===== config.mk =====
export PLATFORM = sky130hd
export DESIGN_NAME = qbus_dma_arbiter
export DESIGN_NICKNAME = d
export VERILOG_FILES = /design/src/rtl/qbus_pkg.sv /design/src/rtl/qbus_rr_pick.sv /design/src/rtl/qbus_dma_arbiter.sv
export SDC_FILE = /design/constraint.sdc
export NUM_CORES = 1
export LEC_CHECK = 0
export ABC_CLOCK_PERIOD_IN_PS = 2200
export CAP_MARGIN = 10
export CORE_UTILIZATION = 30
export DETAILED_ROUTE_END_ITERATION = 6
export PLACE_DENSITY = 0.51
export SYNTH_ARGS = -nofsm -noshare
export SYNTH_HDL_FRONTEND = slang
export SYNTH_SLANG_ARGS = --single-unit

===== constraint.sdc =====
create_clock -name clk -period 2.2 [get_ports clk]
set_input_delay 0.22 -clock clk [delete_from_list [all_inputs] [get_ports clk]]
set_output_delay 0.22 -clock clk [all_outputs]
set_load 0.01 [all_outputs]

===== src/rtl/qbus_pkg.sv =====
// rtl/qbus_pkg.sv - shared types and default constants for the Q-bus DMA arbiter
package qbus_pkg;

    localparam int QBUS_N_REQ_DEF   = 4;
    localparam int QBUS_TMO_CYC_DEF = 64;

    typedef enum logic [2:0] {
        ST_IDLE    = 3'd0,
        ST_REQ     = 3'd1,
        ST_WAITBUS = 3'd2,
        ST_GNT     = 3'd3,
        ST_OWN     = 3'd4,
        ST_REL     = 3'd5
    } qbus_state_e;

endpackage


===== src/rtl/qbus_rr_pick.sv =====
// rtl/qbus_rr_pick.sv - round-robin pick of the first active request at or above a pointer
module qbus_rr_pick #(
    parameter int N_REQ = 4,
    parameter int IW    = 2
) (
    input  logic [N_REQ-1:0] i_req,
    input  logic [IW-1:0]    i_ptr,
    output logic [N_REQ-1:0] o_pick,
    output logic             o_valid
);

    // Doubling the vector turns the wrap-around search into a plain upward scan.
    logic [2*N_REQ-1:0] w_req2;

    assign w_req2 = {i_req, i_req};

    // Scan upward from the pointer; the first hit folds back onto the real index.
    always_comb begin
        o_pick  = '0;
        o_valid = 1'b0;
        for (int k = 0; k < 2 * N_REQ; k++) begin
            if (!o_valid && (k >= int'(i_ptr)) && w_req2[k]) begin
                o_pick[k % N_REQ] = 1'b1;
                o_valid           = 1'b1;
            end
        end
    end

endmodule


===== src/rtl/qbus_dma_arbiter.sv =====
// rtl/qbus_dma_arbiter.sv - Q-bus DMA arbiter, N requesters, optional grant timeout (QBUS_ARB_TIMEOUT_EN)
module qbus_dma_arbiter
    import qbus_pkg::*;
#(
    parameter int N_REQ   = QBUS_N_REQ_DEF,
    parameter int TMO_CYC = QBUS_TMO_CYC_DEF
) (
    input  logic             clk,
    input  logic             rst_n,
    input  logic [N_REQ-1:0] dma_req,
    input  logic [N_REQ-1:0] dma_ack,
    output logic [N_REQ-1:0] dma_gnt,
    output logic             dmr_n,
    input  logic             dmg_n,
    output logic             sack_n,
    input  logic             sync_n,
    input  logic             rply_n,
    output logic             tmo_err
);

    localparam int IW = (N_REQ > 1) ? $clog2(N_REQ) : 1;

    qbus_state_e      r_state;
    logic [IW-1:0]    r_rr;
    logic [IW-1:0]    r_win;
    logic [N_REQ-1:0] r_gnt;
    logic             r_dmr_n;
    logic             r_sack_n;

    logic [N_REQ-1:0] w_pick;
    logic             w_valid;
    logic [IW-1:0]    w_pick_idx;
    logic [IW-1:0]    w_rr_next;

`ifdef QBUS_ARB_TIMEOUT_EN
    localparam int TW = $clog2(TMO_CYC + 1);
    logic [TW-1:0]    r_tmo_cnt;
    logic             r_tmo_err;
    assign tmo_err = r_tmo_err;
`else
    // Never fires in this build; the parameter stays referenced so both builds share one interface.
    assign tmo_err = (TMO_CYC < 0);
`endif

    qbus_rr_pick #(
        .N_REQ (N_REQ),
        .IW    (IW)
    ) u_pick (
        .i_req   (dma_req),
        .i_ptr   (r_rr),
        .o_pick  (w_pick),
        .o_valid (w_valid)
    );

    // Encode the one-hot pick so the winner can be held as a small index.
    always_comb begin
        w_pick_idx = '0;
        for (int i = 0; i < N_REQ; i++) begin
            if (w_pick[i]) w_pick_idx = IW'(i);
        end
    end

    assign w_rr_next = (r_win == IW'(N_REQ - 1)) ? '0 : r_win + 1'b1;

    assign dma_gnt = r_gnt;
    assign dmr_n   = r_dmr_n;
    assign sack_n  = r_sack_n;

    // Arbitration FSM with registered bus-side outputs; reset drops every line at once.
    always_ff @(posedge clk) begin
        if (!rst_n) begin
            r_state  <= ST_IDLE;
            r_rr     <= '0;
            r_win    <= '0;
            r_gnt    <= '0;
            r_dmr_n  <= 1'b1;
            r_sack_n <= 1'b1;
`ifdef QBUS_ARB_TIMEOUT_EN
            r_tmo_cnt <= '0;
            r_tmo_err <= 1'b0;
`endif
        end else begin
`ifdef QBUS_ARB_TIMEOUT_EN
            r_tmo_err <= 1'b0;
`endif
            case (r_state)
                ST_IDLE: begin
                    if (|dma_req) begin
                        r_state <= ST_REQ;
                        r_dmr_n <= 1'b0;
                    end
                end
                ST_REQ: begin
                    // A withdrawn request wins over a grant arriving in the same cycle.
                    if (!(|dma_req)) begin
                        r_state <= ST_IDLE;
                        r_dmr_n <= 1'b1;
                    end else if (!dmg_n) begin
                        r_state <= ST_WAITBUS;
                    end
                end
                ST_WAITBUS: begin
                    if (sync_n && rply_n) begin
                        r_dmr_n <= 1'b1;
                        if (w_valid) begin
                            r_state  <= ST_GNT;
                            r_win    <= w_pick_idx;
                            r_gnt    <= w_pick;
                            r_sack_n <= 1'b0;
`ifdef QBUS_ARB_TIMEOUT_EN
                            r_tmo_cnt <= '0;
`endif
                        end else begin
                            r_state <= ST_IDLE;
                        end
                    end
                end
                ST_GNT: begin
                    if (dma_ack[r_win]) begin
                        r_state <= ST_OWN;
                        r_gnt   <= '0;
                    end
`ifdef QBUS_ARB_TIMEOUT_EN
                    else if (r_tmo_cnt == TW'(TMO_CYC - 1)) begin
                        r_state   <= ST_IDLE;
                        r_gnt     <= '0;
                        r_sack_n  <= 1'b1;
                        r_rr      <= w_rr_next;
                        r_tmo_err <= 1'b1;
                    end else begin
                        r_tmo_cnt <= r_tmo_cnt + 1'b1;
                    end
`endif
                end
                ST_OWN: begin
                    if (!dma_ack[r_win]) begin
                        r_state  <= ST_REL;
                        r_sack_n <= 1'b1;
                    end
                end
                ST_REL: begin
                    r_rr    <= w_rr_next;
                    r_state <= ST_IDLE;
                end
                default: begin
                    r_state <= ST_IDLE;
                end
            endcase
        end
    end

endmodule

==> flow_metrics.tcl <==
set metrics [dict create \
    grt_pass1_vias 671 \
    cp-end-kind "flop" \
    pin_count 20 \
    cp_cell_sequence "mux4_2, nor2_1, nor2_1, a2111oi_2" \
    grt_max_degree 16 \
    cp-startpoint "r_win[0]" \
    fin_nets 128 \
    synthTopCellsByArea "dfxtp_1 (33%), a21oi_1 (5.1%), a31oi_1 (4.8%)" \
    crit_top_cell "nor2_1" \
    cp-endpoint "r_state[1]" \
    cts_made_buffers 3 \
    worstHoldPathType "flop to flop" \
    yosysTopAreaCellShare_pct 33.23 \
    fin_crit_sh_pct 74.85 \
    hold_violations 0 \
    fp.dieArea_mm2 0.002819 \
    slowest_delay_ns 0.57 \
    cts_tree "built" \
    ff2ff_setup_slack_ns 0.55 \
    fillers 280 \
    grt_setup_unrepaired "false" \
    status "complete, no violations" \
    hold_buffers 0 \
    pwr_density_cell_mw_per_mm2 623.0 \
    initial_core_util_pct 31.62 \
    synth_top_family_by_area "compound AO/OA/AOI/OAI gates" \
    timing.rr.end "r_state[1]" \
    cts_root_buffer "clkbuf_4" \
    seq_area_um2 260.3 \
    synth_area_leader_cell "dfxtp_1" \
    postCtsResizedCells 0 \
    start_kind "flop" \
    globalplace.congestion 0.7488 \
    synth_area_um2 783.3 \
    synth_fa_ha_area_share_pct 1.597 \
    h-tree-depth 1 \
    grt_pass1_wl_um 3070 \
    ant_nets 0 \
    min_period_ns 1.647 \
    async_flop_share_pct 0 \
    slew_viol_final 0 \
    fmax_mhz 607.3 \
    die_h_um 53.10 \
    synth-seq-cells 13 \
    ys_seq_area_share_pct 33.23 \
    wl_per_cell_um 12.77 \
    synthFlopType "dfxtp_1" \
    first_pass_iters 4 \
    numPortBuffers 18 \
    path_clk_slew_ns 0.08 \
    synthSimpleGateAreaFrac_pct 26.68 \
    worstReg2RegStart "r_win[0]" \
    setup_tns_ns 0 \
    multi_input_area_um2 480.5 \
    dpl.hpwl_um 1378 \
    grt-ovfl-total 0 \
    syn_nets 109 \
    tightest_slew_ns 0.4945 \
    synth_compound_area_share_pct 28.43 \
    cp_slowest_cell "mux4_2" \
    diodes 0 \
    placed_cell_area_um2 977.2 \
    clockBufferDepth 2 \
    cap_violations 0 \
    via_per_inst 5.301 \
    row_count 18 \
    p_leak_nw 0.3366 \
    drive_gt1_share_pct 7.080 \
    synth.distinct_cells 38 \
    reg2reg_depth 4 \
    synth-xor-area-share_pct 0 \
    critPathRequiredTime_ns 2.38 \
    antenna_found_initial 0 \
    syn_avg_cell_area_um2 8.245 \
    core_area_mm2 0.002477 \
    criticalPathCategory "flop to flop" \
    grtUsageTotal_pct 15.10 \
    cts.sinks 13 \
    syn2layout_area_growth_pct 28.11 \
    fin_skew_ns 0.004212 \
    fin_area_mm2 0.001003 \
    insertion_delay_ns 0.28 \
    arrival_ns 1.82 \
    yosysWarnings 0 \
    cts_setup_buffers 0 \
    setup_viol 0 \
    peakVddDrop_uv 309.7 \
    yosysMostFrequentCell "dfxtp_1" \
    slew_headroom_pct 66.61 \
    drc_errors 0 \
    drtIter0Drc 22 \
    synth_edf_count 0 \
    critical_path_peak_fanout 4 \
    synth_cells 95 \
    dr_total_vias 758 \
    synth.area.mux_share_pct 4.153 \
    die_w_um 53.10 \
    yosys-top-cells-count "dfxtp_1 (13), a21oi_1 (8), nand2_1 (8), nor2_1 (8), a31oi_1 (6)" \
    wl_um 1826 \
]
## sequential cells by signal, indices dropped and copies added (netlist names)
register	cells
r_state	3
dmr_n	1
r_win	2
dma_gnt	4
sack_n	1
r_rr	2
## metal layers
layer / routed length (µm) / track usage (%) / vias up
li1: - / - / 400
met1: 908 / 20.38 / 342
met2: 830 / 22.57 / 14
met3: 72 / 6.034 / 2
met4: 15 / 2.632 / 0
met5: 0 / 0 / -
## cell usage in the layout, fill, tap and decap left out, drive strengths merged, types with 2 or more instances in the layout
master and instances:
clkdlybuf4s50 18, dfxtp 13, nand2 8, a21oi 8
nor2 8, a31oi 6, o21ai 5, nand3 4
clkbuf 4, inv 3, nor3 3, o211ai 3
nand3b 3, and2 2, nand2b 2, o311ai 2
or3 2, o32ai 2, nor4 2
## stage by stage
stage	util [%]	worst slack, ns	power, mW	std cells	hold slack, ns
finish	40.51	0.5534	0.6252	143	0.4754
global route	40.51	0.4538	0.6716	143	0.5116
CTS	40.51	0.5234	0.6324	143	0.4808
detailed placement	39.44	0.2721	0.4807	139	0.4631
global placement	39.44	0.3388	0.4817	139	0.4779
floorplan	-	0.6902	0.4207	95	0.3726
## worst min path at each step
stage / start / end / slack [ns] / depth (start not counted)
after floorplan: dma_req[2] / r_win[1] / 0.37 / 2
after global placement: dma_gnt[0] / dma_gnt[0] / 0.48 / 2
after detailed placement: dma_gnt[0] / dma_gnt[0] / 0.46 / 2
after CTS: dma_gnt[0] / dma_gnt[0] / 0.48 / 2
after global routing: dma_gnt[0] / dma_gnt[0] / 0.51 / 2
final: dma_gnt[0] / dma_gnt[0] / 0.48 / 2
## kinds of logic (layout without fill, tap and decap cells)
family,Yosys count,after routing
buffers and inverters,8,26
adders and majority gates,1,1
AOI/OAI and AO/OA,33,33
DFF,13,13
other,1,1
and+or+nand+nor,37,37
muxes,2,2
## layout make-up
class / count / share of cell area (%)
clock buffers: 4 / 2.618
well taps: 30 / 3.741
inverters: 3 / 1.122
flip-flops and latches: 13 / 25.94
multi-input cells: 74 / 47.88
repair buffers: 19 / 18.70
## worst max-delay path: cells and delay by family (launching register included)
kind	cells	cell delay, ns
AO/OA/AOI/OAI	1	0.34
multiplexers	1	0.57
flip-flops	1	0.41
AND/OR/NAND/NOR	2	0.23
## report_power, final
part           switching [mW]  total (mW)  internal (mW)
registers              0.0405       0.299          0.258
logic                  0.0866       0.177         0.0901
clock network          0.0793       0.150         0.0703
Note: power is estimated with default switching activity, not from simulation.
